`src/rtl/i2s_sample_capture_if.sv`:
```
// i2s_sample_capture_if
//   Frame hand-off bundle between the I2S capture block and its consumer.
//   Ports (signals):
//     data_left, data_right  captured stereo sample, two's complement
//     sample_valid           a frame is held on data_left/data_right
//     sample_ready           consumer accepts the held frame
//     overrun                one-cycle pulse when a completed frame is dropped
//     overrun_count          8-bit saturating overrun counter, present only
//                            when I2S_CAPTURE_OVERRUN_CNT_EN is defined
//   Modports: master = capture block, slave = consumer.
interface i2s_sample_capture_if #(
  parameter int DATA_WIDTH = 24
);
  logic [DATA_WIDTH-1:0] data_left;
  logic [DATA_WIDTH-1:0] data_right;
  logic                  sample_valid;
  logic                  sample_ready;
  logic                  overrun;
`ifdef I2S_CAPTURE_OVERRUN_CNT_EN
  logic [7:0]            overrun_count;

  modport master (
    output data_left, data_right, sample_valid, overrun, overrun_count,
    input  sample_ready
  );
  modport slave (
    input  data_left, data_right, sample_valid, overrun, overrun_count,
    output sample_ready
  );
`else
  modport master (
    output data_left, data_right, sample_valid, overrun,
    input  sample_ready
  );
  modport slave (
    input  data_left, data_right, sample_valid, overrun,
    output sample_ready
  );
`endif
endinterface

```
`src/rtl/i2s_sample_capture.sv`:
```
// i2s_sample_capture
//   Captures stereo I2S frames from an asynchronous bit clock into the
//   CLOCK_50 domain and presents them on a valid/ready hand-off.
//   Ports:
//     clock      system clock
//     reset      asynchronous active-high reset
//     i2s_bclk   asynchronous I2S bit clock
//     i2s_lrck   asynchronous word select (0 = left, 1 = right)
//     i2s_sdat   asynchronous serial data, MSB first
//     cap        i2s_sample_capture_if.master (data, valid/ready, overrun)
//   Optional: define I2S_CAPTURE_OVERRUN_CNT_EN to add cap.overrun_count.
//
//   state    | meaning
//   ---------+-----------------------------------------------------------
//   UNLOCKED | waiting for a boundary into a left slot, nothing captured
//   LEFT     | collecting the left slot of the current frame
//   RIGHT    | collecting the right slot; left slot already held
module i2s_sample_capture #(
  parameter int DATA_WIDTH    = 24,
  parameter int MIN_SLOT_BITS = 24
) (
  input  logic                 clock,
  input  logic                 reset,
  input  logic                 i2s_bclk,
  input  logic                 i2s_lrck,
  input  logic                 i2s_sdat,
  i2s_sample_capture_if.master cap
);
  localparam int CNT_W = $clog2(MIN_SLOT_BITS + 1);

  typedef enum logic [1:0] {UNLOCKED, LEFT, RIGHT} state_t;
  state_t state, state_nxt;

  logic [1:0]            bclk_sync, lrck_sync, sdat_sync;
  logic                  bclk_prev, lrck_prev;
  logic [CNT_W-1:0]      bit_cnt;
  logic [DATA_WIDTH-1:0] shift_reg, left_hold, out_left, out_right;
  logic                  left_valid, out_valid, overrun_q;
  logic                  bclk_rise, boundary, slot_full;
  logic                  latch_left, clear_left, frame_done, drop_frame;

  always_ff @(posedge clock or posedge reset) begin
    if (reset) begin
      bclk_sync <= '0;
      lrck_sync <= '0;
      sdat_sync <= '0;
      bclk_prev <= 1'b0;
    end else begin
      bclk_sync <= {bclk_sync[0], i2s_bclk};
      lrck_sync <= {lrck_sync[0], i2s_lrck};
      sdat_sync <= {sdat_sync[0], i2s_sdat};
      bclk_prev <= bclk_sync[1];
    end
  end

  assign bclk_rise = bclk_sync[1] & ~bclk_prev;
  assign boundary  = bclk_rise & (lrck_sync[1] != lrck_prev);
  // bit_cnt saturates at MIN_SLOT_BITS, so reaching it means the slot is long enough
  assign slot_full = (bit_cnt >= CNT_W'(MIN_SLOT_BITS));

  always_ff @(posedge clock or posedge reset) begin
    if (reset) state <= UNLOCKED;
    else       state <= state_nxt;
  end

  always_comb begin
    state_nxt  = state;
    latch_left = 1'b0;
    clear_left = 1'b0;
    frame_done = 1'b0;
    if (boundary) begin
      unique case (state)
        UNLOCKED: begin
          clear_left = 1'b1;
          if (!lrck_sync[1]) state_nxt = LEFT;
        end
        LEFT: begin
          if (!slot_full) begin
            state_nxt  = UNLOCKED;
            clear_left = 1'b1;
          end else if (lrck_sync[1]) begin
            state_nxt  = RIGHT;
            latch_left = 1'b1;
          end
        end
        RIGHT: begin
          clear_left = 1'b1;
          if (!slot_full)          state_nxt = UNLOCKED;
          else if (!lrck_sync[1]) begin
            state_nxt  = LEFT;
            frame_done = left_valid;
          end
        end
        default: state_nxt = UNLOCKED;
      endcase
    end
  end

  always_ff @(posedge clock or posedge reset) begin
    if (reset) begin
      lrck_prev  <= 1'b0;
      bit_cnt    <= '0;
      shift_reg  <= '0;
      left_hold  <= '0;
      left_valid <= 1'b0;
    end else if (bclk_rise) begin
      lrck_prev <= lrck_sync[1];
      if (boundary) begin
        // the bit on the boundary edge is the previous slot's trailing bit
        bit_cnt   <= '0;
        shift_reg <= '0;
      end else begin
        if (bit_cnt < CNT_W'(DATA_WIDTH))
          shift_reg <= {shift_reg[DATA_WIDTH-2:0], sdat_sync[1]};
        if (!slot_full)
          bit_cnt <= bit_cnt + CNT_W'(1);
      end
      if (latch_left) begin
        left_hold  <= shift_reg;
        left_valid <= 1'b1;
      end else if (clear_left) begin
        left_valid <= 1'b0;
      end
    end
  end

  // a completed frame is dropped only when the held one is not leaving this cycle
  assign drop_frame = frame_done & out_valid & ~cap.sample_ready;

  always_ff @(posedge clock or posedge reset) begin
    if (reset) begin
      out_left  <= '0;
      out_right <= '0;
      out_valid <= 1'b0;
      overrun_q <= 1'b0;
    end else begin
      overrun_q <= drop_frame;
      if (frame_done && !drop_frame) begin
        out_left  <= left_hold;
        out_right <= shift_reg;
        out_valid <= 1'b1;
      end else if (out_valid && cap.sample_ready) begin
        out_valid <= 1'b0;
      end
    end
  end

`ifdef I2S_CAPTURE_OVERRUN_CNT_EN
  logic [7:0] overrun_cnt;

  always_ff @(posedge clock or posedge reset) begin
    if (reset)                                overrun_cnt <= '0;
    else if (drop_frame && overrun_cnt != 8'hFF) overrun_cnt <= overrun_cnt + 8'd1;
  end

  assign cap.overrun_count = overrun_cnt;
`endif

  assign cap.data_left    = out_left;
  assign cap.data_right   = out_right;
  assign cap.sample_valid = out_valid;
  assign cap.overrun      = overrun_q;
endmodule

```
`src/flat_wrapper.sv`:
```
// flat-port wrapper written by rule: the top's interface ports become plain ports
module i2s_sample_capture_flat 
#(
  parameter int DATA_WIDTH    = 24,
  parameter int MIN_SLOT_BITS = 24
)
  (clock, reset, i2s_bclk, i2s_lrck, i2s_sdat, cap_data_left, cap_data_right, cap_sample_valid, cap_overrun, cap_sample_ready);
  i2s_sample_capture_if #(.DATA_WIDTH(DATA_WIDTH)) cap_i ();
  input  logic clock;
  input  logic reset;
  input  logic i2s_bclk;
  input  logic i2s_lrck;
  input  logic i2s_sdat;
  output wire logic [$bits(cap_i.data_left)-1:0] cap_data_left;
  output wire logic [$bits(cap_i.data_right)-1:0] cap_data_right;
  output wire logic [$bits(cap_i.sample_valid)-1:0] cap_sample_valid;
  output wire logic [$bits(cap_i.overrun)-1:0] cap_overrun;
  input wire logic [$bits(cap_i.sample_ready)-1:0] cap_sample_ready;
  assign cap_data_left = cap_i.data_left;
  assign cap_data_right = cap_i.data_right;
  assign cap_sample_valid = cap_i.sample_valid;
  assign cap_overrun = cap_i.overrun;
  assign cap_i.sample_ready = cap_sample_ready;
  i2s_sample_capture #(.DATA_WIDTH(DATA_WIDTH), .MIN_SLOT_BITS(MIN_SLOT_BITS)) u_core (.clock(clock), .reset(reset), .i2s_bclk(i2s_bclk), .i2s_lrck(i2s_lrck), .i2s_sdat(i2s_sdat), .cap(cap_i));
endmodule
```
`config.mk`:
```
export PLATFORM = sky130hd
export DESIGN_NAME = i2s_sample_capture_flat
export DESIGN_NICKNAME = d
export VERILOG_FILES = /design/src/rtl/i2s_sample_capture_if.sv /design/src/rtl/i2s_sample_capture.sv /design/src/flat_wrapper.sv
export SDC_FILE = /design/constraint.sdc
export NUM_CORES = 1
export LEC_CHECK = 0
export BUFFER_PORTS_ARGS = -buffer_cell sky130_fd_sc_hd__clkbuf_2
export CAP_MARGIN = 20
export CORE_AREA = 2 2 99 140
export DETAILED_ROUTE_END_ITERATION = 10
export DIE_AREA = 0 0 101 142
export PLACE_DENSITY_LB_ADDON = 0.3
export SLEW_MARGIN = 30
export SYNTH_ARGS = -nofsm -noshare
export SYNTH_HDL_FRONTEND = slang
export SYNTH_SLANG_ARGS = --single-unit
```
`constraint.sdc`:
```
create_clock -name clock -period 3.5 [get_ports clock]
set_input_delay 0.175 -clock clock [delete_from_list [all_inputs] [get_ports clock]]
set_output_delay 0.175 -clock clock [all_outputs]
set_load 0.01 [all_outputs]
```
==> Word level (Yosys, flattened, before mapping) <==
Index checks and enable logic that the tools add are counted.
{ "op_classes": {"n_addsub": 1, "n_lt_le_gt_ge": 2, "n_eq_ne": 5, "n_mux": 24, "bitwise": 6, "reduce_logical": 13} }
{ "op_table": {"columns": ["operator", "n"], "rows": [
  ["$mux 24", 2],
  ["$mux 1", 14],
  ["$mux 5", 2],
  ["$reduce_and 2->1", 5],
  ["$mux 2", 4],
  ["$pmux 2 s3", 1],
  ["$reduce_bool 2->1", 3],
  ["$add 5x1->5 const B", 1],
  ["$ge 5x5->1 const B", 1],
  ["$lt 5x5->1 const B", 1],
  ["$and 1x1->1", 4],
  ["$ne 3x2->1 const B", 1],
  ["$eq 2x1->1 const B", 1],
  ["$eq 2x2->1 const B", 1],
  ["$logic_and 1x1->1", 2],
  ["$logic_not 2->1", 1],
  ["$ne 2x1->1 const B", 1],
  ["$not 1->1", 2],
  ["$pmux 1 s2", 1],
  ["$reduce_or 2->1", 1],
  ["$logic_not 1->1", 1],
  ["$ne 1x1->1", 1]
]} }
{ "word_totals": {"regBits": 114, "in_bits": 6, "output_inout_bits": 50, "wordCells": 65} }

==> Longest topological paths before layout <==
Gate-level depths: netlist of run 1.
{ "depth": {"word_depth": 9, "ltp_mapped": 7} }

==> Worst setup path after synthesis of run 1 <==
Ideal clock, no wire load.
{ "synth_timing": {"path_type": "register -> register", "startpoint": "register u_core.lrck_sync[1]", "endpoint": "register u_core.out_left[0], in the netlist u_core.cap.data_left[0]", "setup_ns": 0.125, "t_arrival_ns": 1.606, "required_ns": 3.375, "slack_ns": 1.769, "stages_incl_launch_ff": 7, "period_less_slack_ns": 1.731, "cell_sequence": "dfrtp_1 > buf_2 > nor4b_1 > and4_4 > buf_6 > buf_12 > mux2_4"} }
{ "synth_between": {"elab_chain_cells": 8, "word_cells_on_any_way": 10} }
{ "synth_lines": {"columns": ["element", "line_no", "rtl"], "rows": [
  ["start, declared", "i2s_sample_capture.sv:34", "logic [1:0] bclk_sync, lrck_sync, sdat_sync;"],
  ["start signal, assigned", "i2s_sample_capture.sv:50", "lrck_sync <= {lrck_sync[0], i2s_lrck};"],
  ["$mux 1", "i2s_sample_capture.sv:89", "else if (!lrck_sync[1]) begin"],
  ["$mux 1", "i2s_sample_capture.sv:88", "if (!slot_full) state_nxt = UNLOCKED;"],
  ["$mux 1", "i2s_sample_capture.sv:72", "unique case (state)"],
  ["$mux 1 *", "i2s_sample_capture.sv:71", "if (boundary) begin"],
  ["$and 1x1->1 (2 in a row)", "i2s_sample_capture.sv:128", "assign drop_frame = frame_done & out_valid & ~cap.sample_ready;"],
  ["$logic_not 1->1", "i2s_sample_capture.sv:138", "if (frame_done && !drop_frame) begin"],
  ["$logic_and 1x1->1 *", "i2s_sample_capture.sv:138", null],
  ["end signal, assigned", "i2s_sample_capture.sv:139", "out_left <= left_hold;"],
  ["end, declared", "i2s_sample_capture.sv:37", "logic [DATA_WIDTH-1:0] shift_reg, left_hold, out_left, out_right;"]
]} }
Mark *: on every way between the ends. The rest lies on a longest branch, timed or not.
A chain may end at the register's enable or synchronous reset.

==> Worst setup path in the final report of run 1 <==
{ "layout_timing": {"startpoint": "register u_core.bclk_sync[1]", "endpoint": "register u_core.left_hold[22]"} }
{ "layout_between": {"elab_chain_cells": 4} }
{ "layout_lines": {"columns": ["element", "line_no", "rtl"], "rows": [
  ["start, declared", "i2s_sample_capture.sv:34", null],
  ["start signal, assigned", "i2s_sample_capture.sv:49", "bclk_sync <= {bclk_sync[0], i2s_bclk};"],
  ["$and 1x1->1 *", "i2s_sample_capture.sv:56", "assign bclk_rise = bclk_sync[1] & ~bclk_prev;"],
  ["$and 1x1->1", "i2s_sample_capture.sv:57", "assign boundary = bclk_rise & (lrck_sync[1] != lrck_prev);"],
  ["$mux 1", "i2s_sample_capture.sv:71", null],
  ["$reduce_and 2->1 (no line) *", null, null],
  ["end signal, assigned", "i2s_sample_capture.sv:119", "left_hold <= shift_reg;"],
  ["end, declared", "i2s_sample_capture.sv:37", null]
]} }
Marked as above.

==> flow_summary.toml, run 1 <==
[status]
status = "finished, final reports clean"

[grt]
grt_max_degree = 70
use_met2_pct = 21.2
antenna_found_initial = 0
grt-ovfl-total = 0
met1_usage_pct = 14.8
grt_usage_pct = 12.8
grt_pass1_wl_um = 14100
grtUsageMet3_pct = 4.62
busiest_layer = "met2"
grt_pass1_vias = 2802

[worst_setup_path]
cp.arrival_ps = 2560
r2r_slack_ps = 1220
r2r-start = "u_core.bclk_sync[1]$_DFF_PP0_"
crit_family = "simple AND/OR/NAND/NOR gates"
path_buf_inv = 1
crit_path_end_kind = "register"
cp_max_fo = 15
slowest_delay_ps = 490
crit_start = "u_core.bclk_sync[1]$_DFF_PP0_"
crit_path_start_kind = "register"
r2r-end = "u_core.left_hold[22]$_DFFE_PP0P_"
criticalPathCategory = "register to register"
cp.depth = 5
r2r_cells = 5
cp_cell_sequence = "nor2b_1 -> nand3b_1 -> nor3_4 -> buf_4 -> mux2_2"
crit_end = "u_core.left_hold[22]$_DFFE_PP0P_"
required_ps = 3780
cp_slowest_cell = "nor3_4"

[timing]
setup_slack_ps = 1220
finClkSkew_ps = 7.19
fin_hold_ws_ps = 81.6
fin_crit_sh_pct = 65.1
fmax_mhz = 439
rsz0062_at_grt = "no"
hold_viol = 0
layout_min_cycle_time_ps = 2280
relSlewSlack_pct = 41.0
drv_slew = 0
worst_pin_slew_ps = 884
final.setup.tns_ps = 0
setup_viol = 0

[floorplanning]
start_util_pct = 34.2
fp.dieW_um = 101
die_height_um = 142
core-area_um2 = 13100
num_io_pins = 56
die_area_um2 = 14300
row_count = 50

[power_and_ir_drop]
power_density_nw_per_um2 = 575
ir_drop_uv = 257
p_leak_nw = 2.73

[placed_design]
globalplace.congestion = 0.778
port_buffers = 55
dp_hpwl_um = 5130
post-place-ws_ps = 1200
post_dp_cell_area_um2 = 4880

[route]
dr.pass1.iters = 4
drc_errors = 0
via_count = 2664
wl_per_cell_um = 14.6
via_per_inst = 4.74
drtAntennaViolNets = 0
drt_wl_total_um = 8200
dr.first_iter.drc_count = 175

[finish]
fillers = 1234
utilization_pct = 41.8
drive_above_1_share_pct = 41.1
final_area_um2 = 5500
area_growth_pct = 22.3
antenna_cells = 0
finalNetCount = 400

[synth]
synth-compound-area-share_pct = 4.34
synth_nets = 335
avgSynthCellArea_um2 = 13.7
synth_top_family_by_area = "multiplexers"
yosysTopAreaCell = "dfrtp_1"
syn_inst = 328
ys_ff_latch = 114
synth_area_leaders = "dfrtp_1, mux2_2, mux2_4, nand2_1, a21oi_1"
postSynth.asyncResetShare_pct = 100
synth_cell_types = 36
synth-edff-count = 0
synthTopCellsByCount = "dfrtp_1, nand2_1, mux2_2"
synth_xor_area_share_pct = 0.947
synth.area.mux_share_pct = 19.7
yosys.area_share.simple_pct = 8.38
synth_seq_area_share_pct = 63.5
synthAdderAreaFrac_pct = 0.278
synth_area_um2 = 4490
yosysWarnings = 0
synth_top_cell_area_share_pct = 63.5
synth_most_common_cell = "dfrtp_1"
synth_flop_cell = "dfrtp_1"

[clocking]
cts_sinks = 114
cts_setup_buffers = 0
path_clk_slew_ps = 50
insertion_delay_ps = 410
clockBufferDepth = 2
cts_buffers = 17
clockRootBuffer = "clkbuf_16"
htree_levels = 4
cts_tree = "done"

[flow_run]
drv_cap = 0

[worst_hold_path]
hold_path_class = "input pin to register"
==> timing repair <==
action,4_1_cts,5_1_grt
endpoints found under the hold margin,70,0
gates resized for setup,0,0
hold buffers,4,0
==> how the worst min path moves through the flow <==
stage | startpoint | to | slack (ps) | depth (start not counted)
2_1_floorplan | i2s_bclk | u_core.bclk_sync[0]$_DFF_PP0_ | 210 | 0
3_3_place_gp | i2s_sdat | u_core.sdat_sync[0]$_DFF_PP0_ | 290 | 1
3_5_place_dp | i2s_sdat | u_core.sdat_sync[0]$_DFF_PP0_ | 290 | 1
4_1_cts | cap_sample_ready | u_core.cap.overrun$_DFF_PP0_ | 90 | 3
5_1_grt | cap_sample_ready | u_core.cap.overrun$_DFF_PP0_ | 90 | 3
6_report | cap_sample_ready | u_core.cap.overrun$_DFF_PP0_ | 80 | 3
==> placed cells by master, fill, tap and decap left out, types with 2 or more instances in the layout <==
master,n
clkbuf_8,2
clkbuf_16,17
nand3_1,3
nand2b_1,3
clkinv_2,7
nor2b_1,2
buf_4,4
mux2_4,20
nor2_1,7
xnor2_1,2
clkbuf_2,55
mux2_2,52
dfrtp_1,114
clkbuf_1,2
a21oi_1,25
o21ai_0,3
nand2_1,58
nor2_4,2
dlygate4sd3_1,4
bufinv_16,2
==> power by group <==
group / leakage, nW / total [mW] / switching (mW) / internal (mW)
combinational: 0.875 / 0.120 / 0.0747 / 0.0452
sequential: 1.57 / 1.40 / 0.0420 / 1.36
clock: 0.286 / 1.64 / 0.567 / 1.07
==> worst min-delay path: cells and delay by family <==
family | cells | cell delay [ps]
simple gates | 2 | 200
buf+inv | 1 | 70
==> through the flow <==
stage / power (mW) / cells
floorplan: 1.51 / 328
global placement: 1.53 / 526
detailed placement: 1.54 / 526
CTS: 3.21 / 562
global route: 3.30 / 562
finish: 3.16 / 562
==> logic make-up (layout without fill, tap and decap cells) <==
logic type      after synthesis  after routing
simple gates                 83             83
xor+xnor                      4              4
fa+ha+maj                     1              1
buf+inv                      19             97
compound gates               35             35
mux                          72             72
flops                       114            114
==> final cells by class <==
cell class / count / area [um2] / share of cell area, %
clock buffer: 21 / 460 / 8.38
clock inverter: 11 / 111 / 2.03
inverter: 2 / 10.0 / 0.182
multi-input combinational: 195 / 1520 / 27.7
sequential: 114 / 2850 / 51.9
tap: 156 / 195 / 3.55
timing repair buffer: 63 / 345 / 6.28
==> metal layers <==
metal	vias to the layer above	part of all wire, %
met3	10	4.0
met5	-	0
met1	1357	43
li1	1249	-
met4	0	1.6
met2	48	51
Note: power is estimated with default switching activity, not from simulation.
==> inputs of run 2 (changes only) <==
==> constraint.sdc (replaced) <==
create_clock -name clock -period 1.9 [get_ports clock]
set_input_delay 0.095 -clock clock [delete_from_list [all_inputs] [get_ports clock]]
set_output_delay 0.095 -clock clock [all_outputs]
set_load 0.01 [all_outputs]
==> flow_summary.toml, run 2 (synthesized netlist as in run 1, its figures left out) <==
[worst_setup_path]
crit_path_start_kind = "register"
required_ps = 2200
crit_family = "flip-flops"
slowest_delay_ps = 490
path_buf_inv = 1
crit_path_end_kind = "register"
cp_max_fo = 25
criticalPathCategory = "register to register"
cp.arrival_ps = 2070
cp_slowest_cell = "dfrtp_1"
cp_cell_sequence = "xnor2_2 -> nor2_4 -> and4_4 -> buf_12 -> mux2_2"

[route]
via_count = 2703
drc_errors = 0
wl_per_cell_um = 14.6
via_per_inst = 4.72
drt_wl_total_um = 8380
dr.pass1.iters = 5
drtAntennaViolNets = 0
dr.first_iter.drc_count = 99

[floorplanning]
core-area_um2 = 13100
die_height_um = 142
num_io_pins = 56
start_util_pct = 34.2
die_area_um2 = 14300
fp.dieW_um = 101
row_count = 50

[placed_design]
globalplace.congestion = 0.770
dp_hpwl_um = 5430
port_buffers = 55

[grt]
grt_pass1_wl_um = 14300
grt-ovfl-total = 0
antenna_found_initial = 0
grt_usage_pct = 12.8
grt_pass1_vias = 2874
grt_max_degree = 72

[power_and_ir_drop]
power_density_nw_per_um2 = 1090
ir_drop_uv = 528
p_leak_nw = 2.81

[timing]
rsz0062_at_grt = "no"
relSlewSlack_pct = 74.1
drv_slew = 0
setup_viol = 0
final.setup.tns_ps = 0
finClkSkew_ps = 8.77
fin_crit_sh_pct = 93.2
layout_min_cycle_time_ps = 1770
worst_pin_slew_ps = 388
hold_viol = 0
fmax_mhz = 565

[clocking]
cts_tree = "done"
htree_levels = 4
cts_buffers = 17
path_clk_slew_ps = 60
clockBufferDepth = 2
cts_sinks = 114
insertion_delay_ps = 410
clockRootBuffer = "clkbuf_16"

[finish]
utilization_pct = 43.2
antenna_cells = 0
area_growth_pct = 26.3
final_common_cell = "dfrtp_1"
finalNetCount = 411
layout_common_cells = "dfrtp_1, nand2_1, clkbuf_2"
drive_above_1_share_pct = 43.4

[status]
status = "finished, final reports clean"

[worst_hold_path]
hold_path_class = "input pin to register"

[flow_run]
drv_cap = 0
-- run 2: changes by cell type in the layout (fill, tap and decap cells not counted), sizes merged --
cell | previous run | this run
buf | 4 | 15
bufinv | 2 | 4
clkinvlp | 1 | 3
clkinv | 8 | 7
inv | 2 | 3
clkbuf | 76 | 72
-- run 2: what timing repair did --
item / CTS / global route
resized for setup: 0 / 1
buffers inserted: 0 / 0
hold buffers: 4 / 0
setup endpoints to repair: 0 / 13
hold endpoints to repair: 17 / 0
-- run 2: cell type report --
| class | count | area [um2] |
|---|---|---|
| Fill cell | 1203 | 7460 |
| Sequential cell | 114 | 2850 |
| Multi-Input combinational cell | 195 | 1520 |
| Timing Repair Buffer | 74 | 465 |
| Clock buffer | 17 | 425 |
| Clock inverter | 15 | 206 |
| Tap cell | 156 | 195 |
| Inverter | 2 | 11.3 |
-- run 2: worst min-delay path, cell delays in order --
cell and delay (ps):
clkbuf_2 70, nand2b_1 160, nor2_1 60
-- run 2: metrics by stage --
stage / std cells / instance area [um2] / total power [mW] / hold WS (ps) / setup slack (ps)
floorplan: 328 / 4500 / 2.77 / 126 / 169
global placement: 537 / 5000 / 2.86 / 90.1 / 134
detailed placement: 537 / 5000 / 2.87 / 98.1 / 115
CTS: 573 / 5670 / 6.25 / 33.4 / 102
global route: 573 / 5680 / 6.41 / 50.7 / 29.9
finish: 573 / 5680 / 6.17 / 29.7 / 130
-- run 2: worst paths after layout --
kind | slack, ps | depth (start not counted) | to | start
min in group asynchronous | 220 | 3 | u_core.cap.data_left[18]$_DFFE_PP0P_ | reset
max in group asynchronous | 990 | 4 | u_core.bclk_sync[0]$_DFF_PP0_ | reset
setup / recovery | 130 | 5 | u_core.cap.data_right[12]$_DFFE_PP0P_ | u_core.lrck_sync[1]$_DFF_PP0_
hold / removal | 30 | 3 | u_core.cap.overrun$_DFF_PP0_ | cap_sample_ready
hold reg to reg | 350 | 0 | u_core.sdat_sync[1]$_DFF_PP0_ | u_core.sdat_sync[0]$_DFF_PP0_
setup reg to reg | 130 | 5 | u_core.cap.data_right[12]$_DFFE_PP0P_ | u_core.lrck_sync[1]$_DFF_PP0_
-- run 2: power breakdown --
part | total, mW | switching [mW] | internal (mW)
Combinational | 0.266 | 0.160 | 0.106
Clock | 3.34 | 1.14 | 2.20
Sequential | 2.57 | 0.0670 | 2.50
Total | 6.17 | 1.37 | 4.81
-- run 2: metal layers --
metal / share of wire [%] / global-route usage [%]
met1: 43 / 14.8
met2: 52 / 21.9
met3: 4.1 / 3.93
met4: 1.6 / 5.55
met5: 0 / 0
==> inputs of run 3 (changes only) <==
--- a/config.mk
+++ b/config.mk
@@ -11,6 +11,7 @@
 export DETAILED_ROUTE_END_ITERATION = 10
 export DIE_AREA = 0 0 101 142
 export PLACE_DENSITY_LB_ADDON = 0.3
+export SETUP_SLACK_MARGIN = 0.5
 export SLEW_MARGIN = 30
 export SYNTH_ARGS = -nofsm -noshare
 export SYNTH_HDL_FRONTEND = slang
==> flow_summary.toml, run 3 (synthesized netlist as in run 1, its figures left out) <==
[grt]
grt_pass1_vias = 2875
antenna_found_initial = 0
grt_usage_pct = 13.4
grt_max_degree = 115
grt-ovfl-total = 0
grt_pass1_wl_um = 14800

[finish]
final_area_um2 = 6050
final_common_cell = "dfrtp_1"
area_growth_pct = 34.5
finalNetCount = 426
antenna_cells = 0
layout_common_cells = "dfrtp_1, nand2_1, mux2_4, clkbuf_2, a21oi_1"
drive_above_1_share_pct = 45.5
instances_no_fill = 585

[floorplanning]
row_count = 50
core-area_um2 = 13100
num_io_pins = 56
fp.dieW_um = 101
die_area_um2 = 14300
start_util_pct = 34.2
die_height_um = 142

[worst_setup_path]
r2r_slack_ps = 130
r2r_cells = 5
crit_end = "u_core.cap.data_left[22]$_DFFE_PP0P_"
slowest_delay_ps = 450
crit_path_end_kind = "register"
crit_path_start_kind = "register"
cp.depth = 5
path_buf_inv = 2
cp_max_fo = 7
cp_slowest_cell = "dfrtp_2"
required_ps = 2180
criticalPathCategory = "register to register"
r2r-start = "u_core.lrck_sync[1]$_DFF_PP0_"
cp_cell_sequence = "nor4b_2 -> and4_4 -> buf_12 -> clkbuf_16 -> mux2_4"
crit_start = "u_core.lrck_sync[1]$_DFF_PP0_"
crit_family = "simple AND/OR/NAND/NOR gates"
cp.arrival_ps = 2060
r2r-end = "u_core.cap.data_left[22]$_DFFE_PP0P_"

[route]
drtAntennaViolNets = 0
dr.first_iter.drc_count = 118
via_count = 2826
drc_errors = 0
via_per_inst = 4.83
drt_wl_total_um = 9870
wl_per_cell_um = 16.9
dr.pass1.iters = 5

[timing]
rsz0062_at_grt = "yes"
setup_slack_ps = 125
relSlewSlack_pct = 60.4
worst_pin_slew_ps = 594
fin_hold_ws_ps = 12.9
fin_crit_sh_pct = 93.4
setup_viol = 0
hold_viol = 0
layout_min_cycle_time_ps = 1770
drv_slew = 0
fmax_mhz = 563
finClkSkew_ps = 7.94
final.setup.tns_ps = 0

[clocking]
cts_tree = "done"
htree_levels = 4
clockRootBuffer = "clkbuf_16"
cts_sinks = 114
path_clk_slew_ps = 50
clockBufferDepth = 2
insertion_delay_ps = 400
cts_buffers = 17

[placed_design]
post-place-ws_ps = 86.6
place_inst = 536
dp_hpwl_um = 5280
post_dp_cell_area_um2 = 5090
globalplace.congestion = 0.815
port_buffers = 55

[power_and_ir_drop]
p_leak_nw = 2.93
power_density_nw_per_um2 = 944
ir_drop_uv = 469

[flow_run]
drv_cap = 0

[status]
status = "finished, final reports clean"

[worst_hold_path]
hold_path_class = "input pin to register"
-- run 3: worst min path at each step --
stage / start / to / slack [ps] / depth (start not counted)
global placement: i2s_sdat / u_core.sdat_sync[0]$_DFF_PP0_ / 210 / 1
floorplan: i2s_bclk / u_core.bclk_sync[0]$_DFF_PP0_ / 130 / 0
finish: cap_sample_ready / u_core.cap.sample_valid$_DFFE_PP0P_ / 10 / 3
CTS: cap_sample_ready / u_core.cap.sample_valid$_DFFE_PP0P_ / 5 / 3
global route: cap_sample_ready / u_core.cap.sample_valid$_DFFE_PP0P_ / 30 / 3
detailed placement: i2s_sdat / u_core.sdat_sync[0]$_DFF_PP0_ / 210 / 1
-- run 3: layout make-up --
type	count	area, um2
tap	156	195
timing repair buffer	89	782
fill	1156	7090
clock inverter	11	92.6
inverter	2	11.3
multi-input combinational	195	1670
clock buffer	18	439
sequential	114	2860
-- run 3: timing repair --
action / in CTS / in global routing
hold buffers: 5 / 0
setup buffers: 2 / 4
pin swaps: 0 / 2
endpoints found under the hold margin: 118 / 0
endpoints found under the setup margin: 75 / 92
gates cloned: 2 / 7
gates resized for setup: 7 / 30
-- run 3: stage by stage --
stage	utilization, %	power, mW
6_report	46.0	5.71
5_1_grt	46.0	5.95
4_1_cts	43.8	5.76
3_5_place_dp	38.8	2.86
3_3_place_gp	38.8	2.85
2_1_floorplan	-	2.79
-- run 3: power breakdown --
part / leakage [nW] / total [mW] / internal, mW / switching (mW)
clock: 0.263 / 2.87 / 1.79 / 1.08
combinational: 1.10 / 0.257 / 0.110 / 0.147
sequential: 1.56 / 2.58 / 2.50 / 0.0813
total: 2.93 / 5.71 / 4.40 / 1.31
-- run 3: tightest hold or removal path: stages --
cell      delay, ps
clkbuf_2         70
nand2b_1        140
nand2_1          60
-- run 3: layer usage --
layer  GRT usage (%)  share of wire, %  wire length [um]  vias up
met3            4.13               3.9               381        9
met1            16.0                41              4070     1445
met2            22.4                53              5280       69
met4            5.62               1.4               141        0
li1                -                 -                 -     1303
met5               0                 0                 0        -
